$ cat src/rtl/ex_mem_buf.sv
// ex_mem_buf -- two-entry skid buffer between the execute unit and the memory stage.
//
// Purpose:
//   Holds EXU writeback beats {pc, we, addr, data} in a main entry (which drives the
//   outputs) and a skid entry. ex_ready_o comes straight from a register, so there is
//   no combinational path from mem_ready_i back to the EXU. It also keeps a saturating
//   count of the cycles during which mem back-pressures a valid beat.
//
// Ports:
//   clk          in   sole clock, rising edge
//   rst_n        in   synchronous active-low reset
//   ex_valid_i   in   EXU beat valid
//   ex_ready_o   out  buffer can accept a beat (skid entry empty)
//   pc_i         in   [31:0] pc of the EXU instruction
//   rd_we_i      in   writeback enable
//   rd_addr_i    in   [4:0]  destination register
//   rd_data_i    in   [31:0] writeback data
//   flush_i      in   discard buffered beats and the same-cycle input beat
//   mem_valid_o  out  head beat valid toward mem
//   mem_ready_i  in   mem accepts the head beat
//   pc_o, rd_we_o, rd_addr_o, rd_data_o  out  head beat (rd_we_o cleared for x0)
//   stall_cnt_o  out  [15:0] saturating back-pressure cycle count
//
// Optional feature (macro EX_MEM_FWD_EN):
//   fwd_we_o/fwd_addr_o/fwd_data_o mirror the head beat, and
//   fwd_skid_we_o/fwd_skid_addr_o/fwd_skid_data_o expose the skid entry,
//   both with the x0 write suppression, for ID-stage bypassing.
module ex_mem_buf (
  input  logic        clk,
  input  logic        rst_n,
  input  logic        ex_valid_i,
  output logic        ex_ready_o,
  input  logic [31:0] pc_i,
  input  logic        rd_we_i,
  input  logic [4:0]  rd_addr_i,
  input  logic [31:0] rd_data_i,
  input  logic        flush_i,
  output logic        mem_valid_o,
  input  logic        mem_ready_i,
  output logic [31:0] pc_o,
  output logic        rd_we_o,
  output logic [4:0]  rd_addr_o,
  output logic [31:0] rd_data_o,
  output logic [15:0] stall_cnt_o
`ifdef EX_MEM_FWD_EN
  ,
  output logic        fwd_we_o,
  output logic [4:0]  fwd_addr_o,
  output logic [31:0] fwd_data_o,
  output logic        fwd_skid_we_o,
  output logic [4:0]  fwd_skid_addr_o,
  output logic [31:0] fwd_skid_data_o
`endif
);

  logic        main_valid_q, main_valid_d;
  logic [31:0] main_pc_q,    main_pc_d;
  logic        main_we_q,    main_we_d;
  logic [4:0]  main_addr_q,  main_addr_d;
  logic [31:0] main_data_q,  main_data_d;

  logic        skid_valid_q, skid_valid_d;
  logic [31:0] skid_pc_q,    skid_pc_d;
  logic        skid_we_q,    skid_we_d;
  logic [4:0]  skid_addr_q,  skid_addr_d;
  logic [31:0] skid_data_q,  skid_data_d;

  logic [15:0] stall_cnt_q,  stall_cnt_d;

  logic accept;
  logic pop;

  assign ex_ready_o = ~skid_valid_q;
  assign accept     = ex_valid_i & ex_ready_o & ~flush_i;
  assign pop        = main_valid_q & mem_ready_i;

  always_comb begin
    main_valid_d = main_valid_q;
    main_pc_d    = main_pc_q;
    main_we_d    = main_we_q;
    main_addr_d  = main_addr_q;
    main_data_d  = main_data_q;
    skid_valid_d = skid_valid_q;
    skid_pc_d    = skid_pc_q;
    skid_we_d    = skid_we_q;
    skid_addr_d  = skid_addr_q;
    skid_data_d  = skid_data_q;

    if (flush_i) begin
      // Entry fields are left alone so the outputs keep showing the last head beat.
      main_valid_d = 1'b0;
      skid_valid_d = 1'b0;
    end else if (skid_valid_q) begin
      // ex_ready_o is low here, so no accept can coincide with this case.
      if (pop) begin
        main_pc_d    = skid_pc_q;
        main_we_d    = skid_we_q;
        main_addr_d  = skid_addr_q;
        main_data_d  = skid_data_q;
        skid_valid_d = 1'b0;
      end
    end else if (accept && (!main_valid_q || pop)) begin
      main_valid_d = 1'b1;
      main_pc_d    = pc_i;
      main_we_d    = rd_we_i;
      main_addr_d  = rd_addr_i;
      main_data_d  = rd_data_i;
    end else if (accept) begin
      skid_valid_d = 1'b1;
      skid_pc_d    = pc_i;
      skid_we_d    = rd_we_i;
      skid_addr_d  = rd_addr_i;
      skid_data_d  = rd_data_i;
    end else if (pop) begin
      main_valid_d = 1'b0;
    end
  end

  // Counts back-pressure independently of flush; holds at all-ones.
  always_comb begin
    stall_cnt_d = stall_cnt_q;
    if (main_valid_q && !mem_ready_i && (stall_cnt_q != 16'hFFFF)) begin
      stall_cnt_d = stall_cnt_q + 16'd1;
    end
  end

  always_ff @(posedge clk) begin
    if (!rst_n) begin
      main_valid_q <= 1'b0;
      main_pc_q    <= '0;
      main_we_q    <= 1'b0;
      main_addr_q  <= '0;
      main_data_q  <= '0;
      skid_valid_q <= 1'b0;
      skid_pc_q    <= '0;
      skid_we_q    <= 1'b0;
      skid_addr_q  <= '0;
      skid_data_q  <= '0;
      stall_cnt_q  <= '0;
    end else begin
      main_valid_q <= main_valid_d;
      main_pc_q    <= main_pc_d;
      main_we_q    <= main_we_d;
      main_addr_q  <= main_addr_d;
      main_data_q  <= main_data_d;
      skid_valid_q <= skid_valid_d;
      skid_pc_q    <= skid_pc_d;
      skid_we_q    <= skid_we_d;
      skid_addr_q  <= skid_addr_d;
      skid_data_q  <= skid_data_d;
      stall_cnt_q  <= stall_cnt_d;
    end
  end

  assign mem_valid_o = main_valid_q;
  assign pc_o        = main_pc_q;
  assign rd_addr_o   = main_addr_q;
  assign rd_data_o   = main_data_q;
  // Writes to x0 flow through as ordinary beats but never request a writeback.
  assign rd_we_o     = main_valid_q & main_we_q & (|main_addr_q);
  assign stall_cnt_o = stall_cnt_q;

`ifdef EX_MEM_FWD_EN
  assign fwd_we_o        = rd_we_o;
  assign fwd_addr_o      = rd_addr_o;
  assign fwd_data_o      = rd_data_o;
  assign fwd_skid_we_o   = skid_valid_q & skid_we_q & (|skid_addr_q);
  assign fwd_skid_addr_o = skid_addr_q;
  assign fwd_skid_data_o = skid_data_q;
`endif

endmodule

$ cat config.mk
export PLATFORM = sky130hd
export DESIGN_NAME = ex_mem_buf
export DESIGN_NICKNAME = d
export VERILOG_FILES = /design/src/rtl/ex_mem_buf.sv
export SDC_FILE = /design/constraint.sdc
export NUM_CORES = 1
export LEC_CHECK = 0
export ABC_CLOCK_PERIOD_IN_PS = 2700
export CAP_MARGIN = 20
export CELL_PAD_IN_SITES_DETAIL_PLACEMENT = 1
export CELL_PAD_IN_SITES_GLOBAL_PLACEMENT = 2
export CORE_ASPECT_RATIO = 0.7
export CORE_MARGIN = 2
export CORE_UTILIZATION = 28
export DETAILED_ROUTE_END_ITERATION = 12
export PLACE_DENSITY = 0.79
export SYNTH_ARGS = -nofsm -noshare
export SYNTH_HDL_FRONTEND = slang
export SYNTH_SLANG_ARGS = --single-unit
$ cat constraint.sdc
create_clock -name clk -period 2.7 [get_ports clk]
set_input_delay 0.27 -clock clk [delete_from_list [all_inputs] [get_ports clk]]
set_output_delay 0.27 -clock clk [all_outputs]
set_load 0.01 [all_outputs]
# Word level (Yosys, flattened, before mapping)
# Cells that the tools add are included.
# classes
n_reduce_logical	13
n_addsub	1
bitwise	9
eq_ne	3
muxes	19
# op_table
cell	n
two-way mux 32 bit	6
adder 16 x 1 -> 16 bit (second input constant)	1
inequality test 16 bit (second input constant)	1
two-way mux 5 bit	3
two-way mux 1 bit	10
AND reduction 3 bit	2
AND 1 bit	5
OR reduction 5 bit	1
inequality test 2 x 1 -> 1 bit (second input constant)	2
inverter 1 bit	4
AND reduction 4 bit	1
nonzero test 2 bit	2
logical AND 1 bit	3
zero test 1 bit	2
OR reduction 2 bit	1
logical OR 1 bit	1
# word_totals
elab_cells	56
ff_bits	158
out_inout_bits	88
in_bits	75

# Depth between registers and ports, before layout
# Gate-level depths: netlist of the first run.
# depth
ltp_word	6
depth_mapped	7
mapped_depth_nobuf	6

# Worst setup path before layout of the first run
# OpenSTA, ideal clock, no wires.
# synth_timing
path_type	register to register
startpoint	reg stall_cnt_q[0], in the netlist stall_cnt_o[0]
endpoint	reg stall_cnt_q[4], in the netlist stall_cnt_o[4]
path_slack_ns	0.707
arrival_ns	1.874
required_time_ns	2.582
path_stages_with_launch	7
n_path_buf	0
path_cell_list	dfxtp_1 -> ha_1 -> nand4_1 -> or4_4 -> o21a_4 -> and4_1 -> mux2i_1
# synth_between
elab_chain_len	2
word_cells_on_any_way	3
cone_classes	add/sub: 1; eq/ne: 1; reduce/logical: 1
# synth_rtl
item	line	source
start: declaration	68	logic [15:0] stall_cnt_q, stall_cnt_d;
start signal: assignment	151	stall_cnt_q <= stall_cnt_d;
parallel branches: the longest is 2 deep, another holds adder 16 x 1 -> 16 bit	-	
# Several ways; the timed one is not identified.
# A chain may end at the register's enable or synchronous reset.

# Final worst setup path of the first run
# layout_timing
startpoint	reg main_addr_q[0], in the netlist rd_addr_o[0]
endpoint	out rd_we_o
# layout_between
elab_chain_len	2
# layout_rtl
item	line	source
start: declaration	59	logic [4:0] main_addr_q, main_addr_d;
start signal: assignment	144	main_addr_q <= main_addr_d;
OR reduction 5 bit	160	assign rd_we_o = main_valid_q & main_we_q & (|main_addr_q);
AND 1 bit	160	
end: declaration	41	output logic rd_we_o,
# No other way between the ends.

==> qor.yml, run 1 <==
finalWorstSetupSlack_ns: 0.5050
drcViolationCount: 0
port_buffers: 162
fin_crit_ns: 2.195
ys_warn_count: 0
wl_met1_um: 9684
highest_layer: "met4"
syn_area_um2: 6304
ff_latch_area_um2: 3167
drive_above_1_share_pct: 5.492
path_clk_slew_ns: 0.06
avgSynthCellArea_um2: 8.695
fp.coreArea_um2: 21900
ys_ff_latch: 158
die_h_um: 129.5
num_rows: 45
grt_remaining_overflow: 0
peakVddDrop_mv: 0.4140
cts.sinks: 158
clock_skew_ns: 0.01048
synth_top_family_by_area: "simple AND/OR/NAND/NOR gates"
arrival_ns: 1.92
dieWidth_um: 183.3
cts_root_buf: "clkbuf_16"
numCtsBuffers: 17
setup_viol: 0
slowest_stage: "clkdlybuf4s50_1"
fmax_ghz: 0.4556
min_path_type: "primary input to flop"
grt_use_total_pct: 15.89
met2WireLength_um: 7291
postCtsHoldBufs: 0
yosys.area_share.adder_pct: 0.1985
syn-num-nets: 801
n_antenna_cell: 0
p_sw_share_pct: 22.87
start_util_pct: 28.78
place_hpwl_um: 12040
final_common_cell: "clkdlybuf4s50_1"
routed_wirelength_um: 18430
cts_htree_levels: 4
crit_path_start_kind: "flop"
layout_common_cells: "clkdlybuf4s50_1, dfxtp_1, nand2_1, nor2_1, mux2i_1"
multi_input_area_um2: 2919
clk_latency_ns: 0.42
max-clock-path-buffers: 2
wl_per_cell_um: 15.94
dieArea_um2: 23750
nFillCells: 2533
synth-compound-area-share_pct: 15.26
cp_max_fo: 3
grt_pass1_vias: 5383
num_vias: 5405
place_ws_ns: 0.4259
worst_pin_slew_ns: 0.7516
detail_route.vias_per_cell: 4.676
grt_pass1_wl_um: 29410
wl_met3_um: 1202
end_kind: "output pin"
slowest_delay_ns: 0.51
syn_inst: 725
rsz0062_at_grt: "no"
antenna_found_initial: 0
hold_violations: 0
routabilityCongestion: 0.7326
pwr-share-comb_pct: 10.6
cpLargestDelayFamily: "buffers and inverters"
cap_viol_max_count: 0
critPathBufInv: 1
power.switching_mw: 1.270
tritoncts: "built"
ys_types: 29
fin_setup_tns_ns: 0
p_int_mw: 4.281
cts_resized: 0
slew_violations: 0
required_ns: 2.43
crit_chain: "or3_1 -> o311a_1 -> clkdlybuf4s50_1"
synth_xor_area_share_pct: 1.250
finalNetCount: 940
power_frac_seq_pct: 44.4
fin_crit_sh_pct: 81.30
status: "completed"
dr.pass1.iters: 4
ys_seq_area_share_pct: 50.18
synthSimpleGateAreaFrac_pct: 17.39
ios: 163
slew_headroom_pct: 49.90
drtAntennaViolNets: 0
area_delta_synth_final_pct: 40.33
clkPwrFrac_pct: 45.0
p_leak_nw: 2.883
drtIter0Drc: 172
crit_type: "flop to output pin"
synth_mux_area_share_pct: 11.91
powerDensity_nw_per_um2: 627.5
grt_max_degree: 69
post_cts_buffers: 0
-- area by class of cell --
class	count	share of cell area [%]
inverter	5	0.2405
clock inverter	9	1.641
timing repair buffer	175	20.28
sequential	158	35.80
clock buffer	20	5.050
multi-input combinational	507	33.00
tap	282	3.989
-- worst register-to-register path: stages, from the launching register on --
cell and delay (ns):
dfxtp_1 0.42, ha_1 0.22, nand4_1 0.23, or4_4 0.61
o21a_4 0.25, and4_1 0.22, mux2i_1 0.12
-- synth_stat cells, drive strengths merged --
cell type	count	share of area, %
o21ai	4	0.32
nor3	4	0.32
xor2	5	0.69
xnor2	4	0.56
nand3	5	0.40
dfxtp	158	50
mux2i	75	12
nand4	6	0.60
ha	1	0.20
inv	4	0.24
and4	2	0.28
a211oi	73	8.7
buf	17	1.3
nand2b	6	0.60
nor2b	1	0.099
nand2	156	9.3
nor2	84	5.0
or3	2	0.20
clkinv	1	0.059
o21a	1	0.24
clkbuf	38	2.3
o2111ai	1	0.14
nor4	1	0.20
a21oi	72	5.7
o311a	1	0.16
or4	2	0.30
nor3b	1	0.12
-- power groups by stage --
stage	registers [mW]	clock network (mW)	logic [mW]
3_5_place_dp	2.52	0	0.596
3_3_place_gp	2.52	0	0.593
5_1_grt	2.48	2.68	0.645
2_1_floorplan	2.54	0	0.215
4_1_cts	2.47	2.57	0.599
6_report	2.47	2.50	0.590
-- worst paths after layout --
kind	startpoint	to	slack, ns	depth (start not counted)
max	rd_addr_o[0]$_SDFFE_PN0P_	rd_we_o	0.51	3
min	pc_i[10]	skid_pc_q[10]$_SDFFE_PN0P_	0.42	3
max reg2reg	stall_cnt_o[0]$_SDFFE_PN0P_	stall_cnt_o[4]$_SDFFE_PN0P_	0.53	6
min reg2reg	skid_data_q[13]$_SDFFE_PN0P_	skid_data_q[13]$_SDFFE_PN0P_	0.45	2
-- logic make-up (layout without fill, tap and decap cells) --
group                    after synthesis  in the layout
AND/OR/NAND/NOR                      270            270
flip-flops                           158            158
AO/OA/AOI/OAI                        152            152
multiplexers                          75             75
buffers and inverters                 60            209
XOR/XNOR                               9              9
adder cells (fa/ha/maj)                1              1
-- routing by layer --
| metal | vias up | GRT usage [%] |
|---|---|---|
| met4 | 0 | 5.271 |
| met2 | 106 | 22.64 |
| met5 | - | 0 |
| met1 | 2508 | 22.38 |
| met3 | 18 | 5.424 |
| li1 | 2773 | - |
-- stage by stage --
step | hold WS [ns] | std cells | area [um^2] | power (mW) | utilization [%]
after floorplan | 0.3695 | 725 | 6304 | 2.757 | -
after global placement | 0.4419 | 1127 | 8254 | 3.109 | 37.69
after detailed placement | 0.4484 | 1127 | 8254 | 3.113 | 37.69
after CTS | 0.3942 | 1156 | 8846 | 5.639 | 40.39
after global routing | 0.4252 | 1156 | 8846 | 5.797 | 40.39
final | 0.4157 | 1156 | 8846 | 5.551 | 40.39
-- sequential cells by signal, indices dropped and copies added, names as in the netlist --
signal and flops:
main_we_q 1, pc_o 32, skid_addr_q 5, skid_pc_q 32, skid_valid_q 1, skid_data_q 32
mem_valid_o 1, rd_addr_o 5, rd_data_o 32, skid_we_q 1, stall_cnt_o 16
(Power assumes the default switching activity.)
==> inputs of run 2 (changes only) <==
==> config.mk (replaced) <==
export PLATFORM = sky130hd
export DESIGN_NAME = ex_mem_buf
export DESIGN_NICKNAME = d
export VERILOG_FILES = /design/src/rtl/ex_mem_buf.sv
export SDC_FILE = /design/constraint.sdc
export NUM_CORES = 1
export LEC_CHECK = 0
export ABC_CLOCK_PERIOD_IN_PS = 2000
export CAP_MARGIN = 20
export CELL_PAD_IN_SITES_DETAIL_PLACEMENT = 1
export CELL_PAD_IN_SITES_GLOBAL_PLACEMENT = 2
export CORE_ASPECT_RATIO = 0.7
export CORE_MARGIN = 2
export CORE_UTILIZATION = 26
export DETAILED_ROUTE_END_ITERATION = 12
export PLACE_DENSITY = 0.78
export SYNTH_ARGS = -nofsm -noshare
export SYNTH_HDL_FRONTEND = slang
export SYNTH_SLANG_ARGS = --single-unit
==> constraint.sdc (replaced) <==
create_clock -name clk -period 2 [get_ports clk]
set_input_delay 0.2 -clock clk [delete_from_list [all_inputs] [get_ports clk]]
set_output_delay 0.2 -clock clk [all_outputs]
set_load 0.01 [all_outputs]
==> run 2 against run 1 <==
  * Wire length rose by 2.7%
  * Worst hold slack got worse by 0.077 ns
  * Flip-flop and latch count did not move
  * Setup slack got worse by 0.37 ns
  * Power rose by 36%
  * Final cell count rose by 5.7%
  * Die area rose by 7.5%
  * Sequential share of layout area fell by 1.4 points
  * Register-to-register slack got worse by 0.40 ns
  * Critical path type is now flop to flop
==> qor.yml, run 2 (synthesis gave the netlist of run 1 again) <==
grt_pass1_vias: 5571  # +3.5%
crit_chain: "ha_1 -> nand4_1 -> or4_4 -> o21a_4 -> and4_1 -> mux2i_1"
routed_wirelength_um: 18930  # +2.7%
critPathBufInv: 0  # -1
layout_common_cells: "clkdlybuf4s50_1, dfxtp_1, nand2_1, nor2_1, mux2i_1"
fin_setup_tns_ns: 0  # unchanged
die_h_um: 134.3  # +3.7%
post_dp_cell_area_um2: 8602  # +4.2%
dieWidth_um: 190.1  # +3.7%
crit_type: "flop to flop"
fin_crit_sh_pct: 93.47
instances_no_fill: 1222  # +5.7%
cts_root_buf: "clkbuf_16"
drcViolationCount: 0  # unchanged
slew_violations: 0  # unchanged
min_path_type: "primary input to flop"
cp_max_fo: 8  # +5
whs_ns: 0.3386  # -0.07713 ns
clk_latency_ns: 0.44  # +0.02 ns
slew_headroom_pct: 53.41  # +3.5 points
cts.sinks: 158  # unchanged
drive_above_1_share_pct: 8.850  # +3.4 points
grt_remaining_overflow: 0  # unchanged
routabilityCongestion: 0.7218  # -1.5%
drtAntennaViolNets: 0  # unchanged
detail_route.vias_per_cell: 4.562  # -2.4%
setup_viol: 0  # unchanged
arrival_ns: 2.20  # +0.28 ns
tritoncts: "built"
slowest_delay_ns: 0.48  # -0.03 ns
area_delta_synth_final_pct: 45.99
numCtsBuffers: 17  # unchanged
wl_per_cell_um: 15.49  # -2.8%
powerDensity_nw_per_um2: 818.9  # +31%
num_vias: 5575  # +3.1%
fp.coreArea_um2: 23700  # +8.2%
start_util_pct: 26.60  # -2.2 points
dieArea_um2: 25530  # +7.5%
place_hpwl_um: 12950  # +7.5%
drtIter0Drc: 153  # -11%
worst_pin_slew_ns: 0.6989  # -0.05268 ns
p_leak_nw: 3.041  # +5.5%
grt_pass1_wl_um: 30360  # +3.2%
required_ns: 2.33  # -0.10 ns
num_rows: 47  # +4.4%
peakVddDrop_mv: 0.5783  # +40%
status: "completed"
rr_startpoint: "stall_cnt_o[0]$_SDFFE_PN0P_"
port_buffers: 162  # unchanged
grt_use_total_pct: 15.21  # -0.68 points
rsz0062_at_grt: "no"
fin_crit_ns: 1.869
n_antenna_cell: 0  # unchanged
crit_path_start_kind: "flop"
dr.pass1.iters: 4  # unchanged
post_cts_buffers: 0  # unchanged
ios: 163  # unchanged
slowest_stage: "or4_4"
finish.utilization_pct: 38.83  # -1.6 points
min_from: "rd_data_i[24]"
cap_viol_max_count: 0  # unchanged
total_power_mw: 7.536  # +36%
hold_violations: 0  # unchanged
final_common_cell: "clkdlybuf4s50_1"
placed_cells: 1190  # +5.6%
cts_htree_levels: 4  # unchanged
end_kind: "flop"
cpLargestDelayFamily: "simple AND/OR/NAND/NOR gates"
clock_skew_ns: 0.01140  # +0.0009179 ns
grt_max_degree: 43  # -38%
finalWorstSetupSlack_ns: 0.1306  # -0.3744 ns
max-clock-path-buffers: 2  # unchanged
finalNetCount: 967  # +2.9%
startpoint: "stall_cnt_o[0]$_SDFFE_PN0P_"
path_clk_slew_ns: 0.07  # about the same
antenna_found_initial: 1  # +1
design_area_um2: 9203  # +4.0%
place_ws_ns: -0.04559  # -0.4715 ns
fmax_ghz: 0.5349
## run 2: cell count changes in the layout (fill, tap and decap cells not counted), sizes merged
cell / previous run / this run
buf: 13 / 40
clkinvlp: 0 / 6
clkinv: 5 / 2
inv: 5 / 7
bufinv: 4 / 3
clkdlybuf4s50: 162 / 161
## run 2: routing by layer
layer	up-vias	GRT usage (%)	routed length (um)
li1	2820	-	-
met1	2623	20.16	9177
met2	110	22.73	8129
met3	22	5.939	1378
met4	0	4.694	246
met5	-	0	0
## run 2: worst register-to-register path, delay by kind of cell, from the launching register on
family | cells | cell delay (ns)
simple gates | 3 | 0.86
flops | 1 | 0.34
compound gates | 1 | 0.26
fa+ha+maj | 1 | 0.20
mux | 1 | 0.11
## run 2: area by class of cell
cell class / count / area (um^2)
flip-flops and latches: 158 / 3167
clock buffers: 19 / 442.9
inverters: 5 / 21.27
well taps: 318 / 397.9
clock inverters: 13 / 162.7
repair buffers: 202 / 2092
multi-input cells: 507 / 2919
fillers: 2751 / 14500
## run 2: power by group
group	internal (mW)	leakage (nW)	switching (mW)
combinational	0.456	1.48	0.381
clock	2.00	0.278	1.38
sequential	3.26	1.29	0.0627
## run 2: timing repair
item / 4_1_cts / 5_1_grt
pin swaps: 0 / 2
gates cloned: 0 / 0
resized for setup: 1 / 2
endpoints found under the setup margin: 1 / 2
hold buffers: 0 / 0
## run 2: worst paths after layout
check | endpoint | slack, ns | depth (start not counted)
max | stall_cnt_o[4]$_SDFFE_PN0P_ | 0.13 | 6
min | skid_data_q[24]$_SDFFE_PN0P_ | 0.34 | 3
max reg2reg | stall_cnt_o[4]$_SDFFE_PN0P_ | 0.13 | 6
min reg2reg | skid_data_q[17]$_SDFFE_PN0P_ | 0.45 | 2
==> inputs of run 3 (changes only) <==
--- a/config.mk
+++ b/config.mk
@@ -10,10 +10,10 @@
 export CELL_PAD_IN_SITES_DETAIL_PLACEMENT = 1
 export CELL_PAD_IN_SITES_GLOBAL_PLACEMENT = 2
 export CORE_ASPECT_RATIO = 0.7
-export CORE_MARGIN = 2
+export CORE_MARGIN = 1
 export CORE_UTILIZATION = 26
 export DETAILED_ROUTE_END_ITERATION = 12
-export PLACE_DENSITY = 0.78
+export PLACE_DENSITY = 0.75
 export SYNTH_ARGS = -nofsm -noshare
 export SYNTH_HDL_FRONTEND = slang
 export SYNTH_SLANG_ARGS = --single-unit
==> run 3 against run 2 <==
  * Sequential share of layout area is 0.35 points higher
  * Worst hold slack better by 0.012 ns
  * Global-route usage is 0.43 points higher
  * Critical endpoint is now rd_we_o
==> qor.yml, run 3 (synthesis gave the netlist of run 1 again) <==
p_leak_nw: 3.009  # -1.1%
clock_skew_ns: 0.009613  # -0.001790 ns
tritoncts: "built"
port_buffers: 162  # unchanged
die_h_um: 132.3  # -1.5%
start_util_pct: 26.60  # unchanged
arrival_ns: 1.72  # -0.48 ns
slowest_stage: "or3_1"
grt_pass1_wl_um: 30740  # +1.2%
peakVddDrop_mv: 0.5495  # -5.0%
crit_type: "flop to output pin"
nFillCells: 2701  # -1.8%
slowest_delay_ns: 0.37  # -0.11 ns
slew_violations: 0  # unchanged
finalNetCount: 964  # -0.31%
required_ns: 1.80  # -0.53 ns
clk_latency_ns: 0.42  # -0.02 ns
setup_viol: 0  # unchanged
wl_per_cell_um: 15.65  # +1.0%
cap_viol_max_count: 0  # unchanged
layout_common_cells: "clkdlybuf4s50_1, dfxtp_1, nand2_1, nor2_1, mux2i_1"
drive_above_1_share_pct: 8.333  # -0.52 points
placed_cells: 1187  # -0.25%
startpoint: "rd_addr_o[0]$_SDFFE_PN0P_"
cts_htree_levels: 4  # unchanged
min_from: "rd_data_i[23]"
ff_latch_area_um2: 3167  # unchanged
crit_chain: "or3_1 -> o311a_1 -> dlygate4sd2_1"
critPathBufInv: 1  # +1
fin_setup_tns_ns: 0  # unchanged
path_clk_slew_ns: 0.06  # about the same
end_kind: "output pin"
min_path_type: "primary input to flop"
place_ws_ns: -0.02038  # +0.02521 ns
rsz0062_at_grt: "no"
dieWidth_um: 188.1  # -1.1%
cp_max_fo: 3  # -5
final_common_cell: "clkdlybuf4s50_1"
area_delta_synth_final_pct: 44.52
antenna_found_initial: 1  # unchanged
post_dp_cell_area_um2: 8529  # -0.84%
num_rows: 47  # unchanged
detail_route.vias_per_cell: 4.582  # +0.43%
worst_pin_slew_ns: 0.7153  # +0.01638 ns
cts_root_buf: "clkbuf_16"
cpLargestDelayFamily: "simple AND/OR/NAND/NOR gates"
num_vias: 5585  # +0.18%
place_hpwl_um: 12820  # -1.0%
status: "completed"
fin_crit_ns: 1.925  # +0.05523 ns
slew_headroom_pct: 52.32  # -1.1 points
design_area_um2: 9110  # -1.0%
hold_violations: 0  # unchanged
fin_crit_sh_pct: 96.23  # +2.8 points
powerDensity_nw_per_um2: 808.1  # -1.3%
drcViolationCount: 0  # unchanged
finalWorstSetupSlack_ns: 0.07541  # -0.05523 ns
grt_max_degree: 50  # +16%
fmax_ghz: 0.5196  # -2.9%
dieArea_um2: 24880  # -2.5%
routabilityCongestion: 0.7541  # +4.5%
multi_input_area_um2: 2919  # unchanged
cts.sinks: 158  # unchanged
numCtsBuffers: 17  # unchanged
routed_wirelength_um: 19080  # +0.79%
grt_remaining_overflow: 0  # unchanged
ios: 163  # unchanged
grt_use_total_pct: 15.65  # +0.43 points
instances_no_fill: 1219  # -0.25%
max-clock-path-buffers: 2  # unchanged
rr_startpoint: "stall_cnt_o[0]$_SDFFE_PN0P_"
drtAntennaViolNets: 0  # unchanged
fp.coreArea_um2: 23700  # unchanged
drtIter0Drc: 218  # +42%
dr.pass1.iters: 4  # unchanged
grt_pass1_vias: 5601  # +0.54%
crit_path_start_kind: "flop"
-- run 3: changes by cell type in the layout (fill, tap and decap cells not counted), sizes merged --
cell,delta
bufinv,-2
clkinv,+2
clkbuf,+2
buf,-3
diode,+1
clkinvlp,-2
dlygate4sd2,+1
inv,-2
-- run 3: stage by stage --
step | hold slack (ns) | power, mW | utilization [%]
after detailed placement | 0.4492 | 4.232 | 35.99
after global placement | 0.4416 | 4.225 | 35.99
after CTS | 0.3286 | 7.501 | 38.43
after global routing | 0.3456 | 7.699 | 38.44
after floorplan | 0.2995 | 3.722 | -
final | 0.3506 | 7.362 | 38.44
-- run 3: what timing repair did --
| item | 4_1_cts | 5_1_grt |
|---|---|---|
| hold endpoints to repair | 0 | 0 |
| hold buffers | 0 | 0 |
| setup endpoints to repair | 2 | 0 |
| buffers inserted | 0 | 0 |
| resized for setup | 1 | 0 |
-- run 3: power breakdown --
group          internal, mW  switching (mW)
combinational         0.453           0.377
clock                  1.88            1.33
sequential             3.26          0.0649
-- run 3: routing by layer --
metal,routed length [um],share of wire [%],track usage [%]
met5,0,0,0
met3,1305,6.8,5.962
met2,7988,42,22.69
met4,148,0.78,4.562
met1,9638,51,21.35
-- run 3: area by class of cell --
| type | count | area share, % |
|---|---|---|
| repair buffers | 199 | 22.21 |
| flip-flops and latches | 158 | 34.76 |
| clock inverters | 9 | 0.9202 |
| diodes | 1 | 0.02747 |
| inverters | 5 | 0.2335 |
| clock buffers | 22 | 5.439 |
| well taps | 318 | 4.368 |
| multi-input cells | 507 | 32.04 |
-- run 3: path summary, 6_finish.rpt --
path,endpoint,depth (start not counted),slack (ns)
max,rd_we_o,3,0.08
min,skid_data_q[23]$_SDFFE_PN0P_,3,0.35
max reg2reg,stall_cnt_o[4]$_SDFFE_PN0P_,6,0.08
min reg2reg,skid_pc_q[7]$_SDFFE_PN0P_,2,0.46
-- run 3: worst min-delay path, stage by stage --
cell and delay, ns:
clkdlybuf4s50_1 0.41, nand2_1 0.06, a21oi_1 0.05
